$ cat src/rtl/a2d_sched_pkg.sv
// Shared definitions for the A2D conversion scheduler and its battery filter.
package a2d_sched_pkg;

   typedef enum logic [1:0] {
      IDLE    = 2'd0,
      ISSUE   = 2'd1,
      GAP     = 2'd2,
      CAPTURE = 2'd3
   } schedState_t;

   localparam logic [1:0] CH_LFT  = 2'd0;
   localparam logic [1:0] CH_RGHT = 2'd1;
   localparam logic [1:0] CH_BATT = 2'd2;

   localparam logic [11:0] DEF_LOW_THRES = 12'h800;
   localparam logic [11:0] DEF_HYST      = 12'h040;

   // Formed at 13 bits so a high threshold plus hysteresis cannot wrap.
   function automatic logic [12:0] clearLevel(input logic [11:0] thres, input logic [11:0] hyst);
      return {1'b0, thres} + {1'b0, hyst};
   endfunction

endpackage

$ cat src/rtl/a2d_sched_batt.sv
// Four-tap battery average with a priming counter and a hysteresis low-battery flag.
module batt_filt
   import a2d_sched_pkg::*;
#(
   parameter logic [11:0] LOW_THRES = DEF_LOW_THRES,
   parameter logic [11:0] HYST      = DEF_HYST
) (
   input  logic        clk,
   input  logic        rst_n,
   input  logic        i_smpl,
   input  logic [11:0] i_batt,
   output logic [11:0] o_battAvg,
   output logic        o_battLow
);

   localparam logic [12:0] CLR_LEVEL = clearLevel(LOW_THRES, HYST);

   logic [11:0] r_tap0;
   logic [11:0] r_tap1;
   logic [11:0] r_tap2;
   logic [11:0] r_tap3;
   logic [13:0] r_sum;
   logic [2:0]  r_primeCnt;
   logic        r_evalPend;
   logic        r_battLow;
   logic        w_primed;
   logic [11:0] w_avg;

   assign w_primed = (r_primeCnt == 3'd4);
   assign w_avg    = w_primed ? r_sum[13:2] : 12'h000;

   // The sum may pass through a wrapped value mid-expression, but the true
   // four-sample total always fits in 14 bits, so the modular result is exact.
   always_ff @(posedge clk or negedge rst_n) begin
      if (!rst_n) begin
         r_tap0     <= 12'h000;
         r_tap1     <= 12'h000;
         r_tap2     <= 12'h000;
         r_tap3     <= 12'h000;
         r_sum      <= 14'h0000;
         r_primeCnt <= 3'd0;
      end else if (i_smpl) begin
         r_tap0 <= i_batt;
         r_tap1 <= r_tap0;
         r_tap2 <= r_tap1;
         r_tap3 <= r_tap2;
         r_sum  <= r_sum + {2'b00, i_batt} - {2'b00, r_tap3};
         if (!w_primed) begin
            r_primeCnt <= r_primeCnt + 3'd1;
         end
      end
   end

   always_ff @(posedge clk or negedge rst_n) begin
      if (!rst_n) begin
         r_evalPend <= 1'b0;
         r_battLow  <= 1'b0;
      end else begin
         r_evalPend <= i_smpl;
         if (r_evalPend && w_primed) begin
            if (w_avg < LOW_THRES) begin
               r_battLow <= 1'b1;
            end else if ({1'b0, w_avg} >= CLR_LEVEL) begin
               r_battLow <= 1'b0;
            end
         end
      end
   end

   assign o_battAvg = w_avg;
   assign o_battLow = r_battLow;

endmodule

$ cat src/rtl/a2d_sched.sv
// Sweep scheduler: three spaced nxt strobes per period, then battery capture and ld_vld.
module a2d_sched
   import a2d_sched_pkg::*;
#(
   parameter bit          fast_sim  = 1'b0,
   parameter int          CNV_GAP   = 2048,
   parameter logic [11:0] LOW_THRES = DEF_LOW_THRES,
   parameter logic [11:0] HYST      = DEF_HYST
) (
   input  logic        clk,
   input  logic        rst_n,
   input  logic        pwr_up,
   input  logic [11:0] batt,
   output logic        nxt,
   output logic        ld_vld,
   output logic [11:0] batt_avg,
   output logic        batt_low
);

   localparam int TMR_W = fast_sim ? 14 : 20;
   localparam int GAP_W = $clog2(CNV_GAP + 1);
   localparam logic [GAP_W-1:0] GAP_LOAD = GAP_W'(CNV_GAP - 1);

   schedState_t      r_state;
   schedState_t      w_nxtState;
   logic [TMR_W-1:0] r_tmr;
   logic [GAP_W-1:0] r_gap;
   logic [GAP_W-1:0] w_gapDec;
   logic [1:0]       r_chan;
   logic [1:0]       w_chanNext;
   logic             r_ldVld;
   logic             w_tmrTerm;
   logic             w_gapDone;
   logic             w_capture;
   logic             w_chanInc;

   assign w_tmrTerm  = &r_tmr;
   assign w_gapDec   = r_gap - GAP_W'(1);
   assign w_gapDone  = (w_gapDec == '0);
   assign w_chanNext = (r_chan == CH_LFT) ? CH_RGHT : CH_BATT;
   assign w_capture  = (r_state == CAPTURE) && pwr_up;

   always_ff @(posedge clk or negedge rst_n) begin
      if (!rst_n) begin
         r_tmr <= '0;
      end else if (!pwr_up) begin
         r_tmr <= '0;
      end else begin
         r_tmr <= r_tmr + TMR_W'(1);
      end
   end

   always_ff @(posedge clk or negedge rst_n) begin
      if (!rst_n) begin
         r_state <= IDLE;
      end else begin
         r_state <= w_nxtState;
      end
   end

   // Leaving GAP once the decremented count hits zero puts strobes exactly CNV_GAP apart.
   always_comb begin
      w_nxtState = r_state;
      w_chanInc  = 1'b0;
      case (r_state)
         IDLE: begin
            if (w_tmrTerm) begin
               w_nxtState = ISSUE;
            end
         end
         ISSUE: begin
            w_nxtState = GAP;
         end
         GAP: begin
            if (w_gapDone) begin
               if (r_chan == CH_BATT) begin
                  w_nxtState = CAPTURE;
               end else begin
                  w_nxtState = ISSUE;
                  w_chanInc  = 1'b1;
               end
            end
         end
         CAPTURE: begin
            w_nxtState = IDLE;
         end
         default: begin
            w_nxtState = IDLE;
         end
      endcase
      if (!pwr_up) begin
         w_nxtState = IDLE;
         w_chanInc  = 1'b0;
      end
   end

   always_ff @(posedge clk or negedge rst_n) begin
      if (!rst_n) begin
         r_gap <= '0;
      end else if (!pwr_up) begin
         r_gap <= '0;
      end else if (r_state == ISSUE) begin
         r_gap <= GAP_LOAD;
      end else if (r_state == GAP) begin
         r_gap <= w_gapDec;
      end
   end

   always_ff @(posedge clk or negedge rst_n) begin
      if (!rst_n) begin
         r_chan <= CH_LFT;
      end else if (!pwr_up || (r_state == CAPTURE)) begin
         r_chan <= CH_LFT;
      end else if (w_chanInc) begin
         r_chan <= w_chanNext;
      end
   end

   // Abort on the capture cycle suppresses both the sample and ld_vld.
   always_ff @(posedge clk or negedge rst_n) begin
      if (!rst_n) begin
         r_ldVld <= 1'b0;
      end else begin
         r_ldVld <= w_capture;
      end
   end

   batt_filt #(
      .LOW_THRES (LOW_THRES),
      .HYST      (HYST)
   ) u_battFilt (
      .clk       (clk),
      .rst_n     (rst_n),
      .i_smpl    (w_capture),
      .i_batt    (batt),
      .o_battAvg (batt_avg),
      .o_battLow (batt_low)
   );

   assign nxt    = (r_state == ISSUE);
   assign ld_vld = r_ldVld;

endmodule

$ cat config.mk
export PLATFORM = sky130hd
export DESIGN_NAME = a2d_sched
export DESIGN_NICKNAME = d
export VERILOG_FILES = /design/src/rtl/a2d_sched_pkg.sv /design/src/rtl/a2d_sched_batt.sv /design/src/rtl/a2d_sched.sv
export SDC_FILE = /design/constraint.sdc
export NUM_CORES = 1
export LEC_CHECK = 0
export CAP_MARGIN = 20
export CORE_MARGIN = 3
export CORE_UTILIZATION = 40
export CTS_CLUSTER_SIZE = 8
export DETAILED_ROUTE_END_ITERATION = 6
export PLACE_DENSITY_LB_ADDON = 0.08
export SYNTH_ARGS = -nofsm -noshare
export SYNTH_HDL_FRONTEND = slang
export SYNTH_HIERARCHICAL = 1
export SYNTH_SLANG_ARGS = --single-unit
$ cat constraint.sdc
create_clock -name clk -period 3 [get_ports clk]
set_clock_uncertainty 0.05 [all_clocks]
set_input_delay 0.45 -clock clk [delete_from_list [all_inputs] [get_ports clk]]
set_output_delay 0.45 -clock clk [all_outputs]
set_load 0.02 [all_outputs]
# Word level (Yosys, flattened, before mapping)
# Cells that the tools add are included.
dict set report totals {
  ff_bits 103
  inputBits 15
  out_inout_bits 15
  wordCells 60
}
dict set report classes {
  n_addsub 5
  magnitude_cmp 2
  eq_ne 8
  muxes 19
  bitwise 1
  n_reduce_logical 13
}
# operator count
set ops {}
lappend ops {{12-bit two-way mux} 4}
lappend ops {{20-bit by 1-bit adder with 20-bit output, second input constant} 1}
lappend ops {{20-bit two-way mux} 1}
lappend ops {{20-bit AND reduction} 1}
lappend ops {{14-bit by 12-bit adder with 14-bit output} 1}
lappend ops {{2-bit two-way mux} 7}
lappend ops {{14-bit by 12-bit subtractor with 14-bit output} 1}
lappend ops {{12-bit >= comparator, second input constant} 1}
lappend ops {{12-bit zero test} 1}
lappend ops {{12-bit < comparator, second input constant} 1}
lappend ops {{12-bit by 1-bit subtractor with 12-bit output, second input constant} 1}
lappend ops {{2-bit case mux with 4 select lines} 1}
lappend ops {{2-bit == test, second input constant} 3}
lappend ops {{1-bit two-way mux} 6}
lappend ops {{3-bit != test, second input constant} 2}
lappend ops {{2-bit AND reduction} 3}
lappend ops {{2-bit zero test} 2}
lappend ops {{2-bit nonzero test} 2}
lappend ops {{3-bit by 1-bit adder with 3-bit output, second input constant} 1}
lappend ops {{3-bit == test, second input constant} 1}
lappend ops {{3-bit by 1-bit != test with 1-bit output, second input constant} 1}
lappend ops {{2-bit by 1-bit == test with 1-bit output, second input constant} 1}
lappend ops {{1-bit logical AND} 2}
lappend ops {{1-bit zero test} 1}
lappend ops {{2 further kinds} 2}

# Depth between registers and ports, before layout
dict set report depth {
  ltp_word 7
  ltp_mapped 12
  depth_no_buf 12
}

# Modules after synthesis
# Netlist, hierarchy kept.
# module instances cells_per_inst area_each_um2 seq_area_each_um2
set modules_own_cells {}
lappend modules_own_cells {batt_filt 1 322 3604.7 1676.6}
lappend modules_own_cells {a2d_sched 1 222 2014.4 925.9}

# Least setup slack after synthesis
# OpenSTA, ideal clock, no wires.
dict set report synth_path {
  path_type {input port to flip-flop}
  from {input batt[1]}
  to {register u_battFilt.r_sum[12]}
  setup_ns 0.087
  arrival_ns 2.560
  required_ns 2.863
  path_slack_ns 0.304
  stages 9
  path_buffers 0
  cell_sequence {inv_1 -> fa_1 -> fa_1 -> nand2b_1 -> a21oi_2 -> o21ai_2 -> o21ai_2 -> or4b_1 -> o211ai_1}
}
dict set report synth_via {
  elab_chain_cells 2
}
# item line_no
set synth_lines {}
lappend synth_lines {{from (decl)} a2d_sched.sv:13} ;# input logic [11:0] batt,
lappend synth_lines {{14-bit by 12-bit adder with 14-bit output} a2d_sched_batt.sv:47} ;# r_sum <= r_sum + {2'b00, i_batt} - {2'b00, r_tap3};
lappend synth_lines {{14-bit by 12-bit subtractor with 14-bit output} a2d_sched_batt.sv:47}
lappend synth_lines {{to (signal assigned)} a2d_sched_batt.sv:47}
lappend synth_lines {{to (decl)} a2d_sched_batt.sv:22} ;# logic [13:0] r_sum;
# Every way passes these cells.
# A chain may end at the register's enable or synchronous reset.

# Worst setup path after layout
# Ends and elaborated chain as after synthesis.

==> flow_summary_export.csv <==
group,metric,value,unit
finish,nets,624,
synth,ys_async_sr_fraction,1.00,
power_and_ir_drop,power.share.switching,0.246,
cts,cts.sinks,104,
sta,tns,0,ns
cts,clock_latency,0.35,ns
placed_design,gp_congestion,0.782,
cts,cts_tree,"done",
synth,seq_area_frac_synth,0.463,
synth,synth_nets,590,
global_route,grt_pass1_vias,4004,
routing,ant_nets,0,
routing,dr.first_iter.drc_count,145,
worst_setup_path,cp-start-kind,"input pin",
power_and_ir_drop,p_comb_frac,0.135,
sta,finalSetupViolCount,0,
synth,synthFlopType,"dfrtp_1",
synth,synth_edf_count,0,
routing,drc,0,
sta,relSlewSlack,0.560,
synth,ys_ff_latch,104,
synth,synth_cells,544,
finish,stdcell_area,0.00650,mm2
finish,fill_cells,1267,
routing,drt-pass1-iter-count,4,
worst_setup_path,crit_type,"input pin to flop",
worst_setup_path,cp-end-kind,"flop",
floorplanning,die_area,0.0155,mm2
worst_setup_path,crit_arrival,3.11,ns
floorplanning,num_rows,42,
cts,cts_setup_buffers,0,
synth,synth_area,0.00562,mm2
synth,synthTopCellsByArea,"dfrtp_1 (46%), mux2_2 (10%), fa_1 (4.3%)",
placed_design,hpwl,7210,um
global_route,grt_pass1_wl,19000,um
power_and_ir_drop,powerDensity,485,mW/mm2
floorplanning,start_util,0.416,
synth,synth_top_family_by_area,"simple AND/OR/NAND/NOR gates",
routing,via_per_inst,5.12,
worst_setup_path,ff2ff_path_depth,9,
synth,syn_area_per_cell,10.3,um2
synth,yosys.area_share.xor_xnor,0.0421,
synth,yosys.area.top_type,"dfrtp_1",
synth,synth_adder_area_share,0.0851,
worst_setup_path,timing.rr.end,"u_battFilt/r_sum[12]$_DFFE_PN0P_",
finish,drive_above_1_share,0.168,
floorplanning,core_area,0.0135,mm2
floorplanning,die-width,125,um
synth,synth-simple-area-share,0.147,
cts,cts_buffers,9,
worst_setup_path,critical_path.startpoint,"batt[1]",
synth,synth_mux_area_frac,0.109,
power_and_ir_drop,p_clk_frac,0.407,
power_and_ir_drop,p_int,0.00238,W
placed_design,postPlaceCellArea,0.00617,mm2
cts,htreeDepth,3,
worst_setup_path,endpoint,"u_battFilt/r_sum[12]$_DFFE_PN0P_",
floorplanning,pin_count,30,
status,status,"completed",
sta,fmax,346,MHz
sta,rsz0062_at_grt,"no",
routing,vias,3889,
power_and_ir_drop,p_seq_frac,0.457,
sta,finalMaxSlewViolations,0,
worst_setup_path,required,3.22,ns
finish,final_cell_mix,"dfrtp_1 (104), inv_1 (60), mux2_2 (50), nor2_1 (47), nand2_1 (33)",
global_route,grt_max_degree,60,
cts,cts.clk_slew.worst_paths,0.07,ns
sta,fin_crit,2.89,ns
synth,yosysTopAreaCellShare,0.463,
sta,tightest_slew,0.655,ns
finish,area_growth,15.7,%
worst_setup_path,regToRegSetupSlack,0.38,ns
power_and_ir_drop,p_sw,0.000776,W
global_route,track_usage,0.147,
synth,yosys_warnings,6,
placed_design,port_buffers,29,
synth,yosysUniqueCellTypes,58,
synth,synth_compound_area_frac,0.0935,
sta,fin_crit_sh,0.963,
floorplanning,die_y,125,um
flow_run,cap_violations,0,
global_route,grt_antenna_before_repair,0,
routing,drt_wl_total,10700,um
hold_path,hp-class,"input pin to async pin",
worst_setup_path,path_max_fanout,2,
global_route,grt_overflow,0,
routing,wl_per_cell,14.1,um
power_and_ir_drop,p_leak,3.05,nW
cts,root_buffer,"clkbuf_16",
worst_setup_path,r2r_start,"u_battFilt/r_sum[1]$_DFFE_PN0P_",
power_and_ir_drop,peakVddDrop,317,uV
finish,layout_commonest_cell,"dfrtp_1",
sta,hold_violations,0,
cts,clock_path_buffers,2,
finish,antennaDiodeCount,0,
-- repair_timing --
| action | CTS | global route |
|---|---|---|
| setup endpoints to repair | 0 | 2 |
| hold buffers | 0 | 0 |
| gates resized for setup | 0 | 2 |
-- power by group through the flow --
stage | Combinational [W] | Sequential [W] | Clock (W)
detailed placement | 0.000427 | 0.00147 | 0
finish | 0.000426 | 0.00144 | 0.00128
CTS | 0.000430 | 0.00144 | 0.00134
global route | 0.000489 | 0.00144 | 0.00139
global placement | 0.000422 | 0.00147 | 0
floorplan | 0.000272 | 0.00146 | 0
-- cell families (layout without fill, tap and decap cells) --
kind of cell / count (synthesis) / in the layout
buffers and inverters: 84 / 123
XOR/XNOR: 27 / 27
multiplexers: 55 / 55
adder cells (fa/ha/maj): 31 / 31
AND/OR/NAND/NOR: 164 / 164
flip-flops: 104 / 104
AO/OA/AOI/OAI: 79 / 79
-- stage by stage --
step,power (W),utilization,hold slack [ns],instances,worst slack [ns]
4_1_cts,0.00321,0.481,0.0624,759,0.0654
3_3_place_gp,0.00189,0.457,0.412,743,-0.247
2_1_floorplan,0.00174,-,0.104,544,0.304
3_5_place_dp,0.00190,0.457,0.423,743,-0.323
5_1_grt,0.00332,0.481,0.0858,759,0.00956
6_report,0.00315,0.481,0.0487,759,0.111
-- worst min path at each step --
stage                            start                          endpoint  slack (ns)
floorplan                        rst_n                  ld_vld$_DFF_PN0_        0.10
global placement    r_tmr[0]$_DFF_PN0_                r_tmr[0]$_DFF_PN0_        0.41
detailed placement  r_tmr[0]$_DFF_PN0_                r_tmr[0]$_DFF_PN0_        0.42
CTS                              rst_n  u_battFilt/r_tap0[6]$_DFFE_PN0P_        0.06
global route                     rst_n  u_battFilt/r_tap0[6]$_DFFE_PN0P_        0.09
finish                           rst_n  u_battFilt/r_tap1[6]$_DFFE_PN0P_        0.05
-- cell usage after synthesis (2+ instances only) --
cell      instances
a211oi_1          2
o21ai_2           2
clkbuf_1         18
o22ai_1           5
or3b_1            2
xnor2_1          13
nor2b_1           5
and2_1            4
nand2b_1          5
mux2_2           50
xor2_1           14
nor2_1           49
buf_6             2
o21ai_0          16
o21ai_1           4
nand4_1           7
ha_1             19
nand4b_1          2
and3_1            5
o31ai_1           4
dfrtp_1         104
inv_1            60
mux2i_1           5
a21o_1            3
a21oi_1          19
and4_1            3
nand3_1          21
fa_1             12
nor3_1           12
o311a_1           5
o21a_1            2
a31oi_1           4
o211ai_1          3
nand2_1          33
buf_2             2
nor4_1            6
-- metal layers --
| layer | vias to the layer above | GRT usage | share of wire |
|---|---|---|---|
| met3 | 11 | 0.0360 | 0.026 |
| met5 | - | 0 | 0 |
| met4 | 0 | 0.0445 | 0.013 |
| met1 | 1924 | 0.189 | 0.47 |
| met2 | 42 | 0.245 | 0.49 |
| li1 | 1912 | - | - |
-- sequential cells by signal, indices dropped and copies added (netlist names) --
| signal | flops |
|---|---|
| r_chan | 2 |
| r_state | 2 |
| u_battFilt/r_primeCnt | 3 |
| u_battFilt/r_tap0 | 12 |
| r_gap | 12 |
| u_battFilt/r_sum | 14 |
| u_battFilt/r_tap1 | 12 |
| u_battFilt/o_battLow | 1 |
| u_battFilt/r_tap2 | 12 |
| ld_vld | 1 |
| u_battFilt/r_evalPend | 1 |
| u_battFilt/r_tap3 | 12 |
| r_tmr | 20 |
-- critical path, cell delays in order --
cell and delay, ns:
clkdlybuf4s50_1 0.52, inv_1 0.07, fa_1 0.48, fa_1 0.46, nand2b_1 0.19, a21oi_2 0.18, o21ai_2 0.09, o21ai_2 0.15
or4b_1 0.44, o211ai_1 0.10
-- final cells by class --
class / count / area, um2 / area share
Clock buffer: 10 / 239 / 0.0368
Clock inverter: 6 / 92.6 / 0.0142
Sequential cell: 104 / 2600 / 0.400
Tap cell: 176 / 220 / 0.0339
Multi-Input combinational cell: 356 / 2690 / 0.414
Inverter: 61 / 229 / 0.0352
Timing Repair Buffer: 46 / 428 / 0.0658
Note: power is estimated with default switching activity, not from simulation.
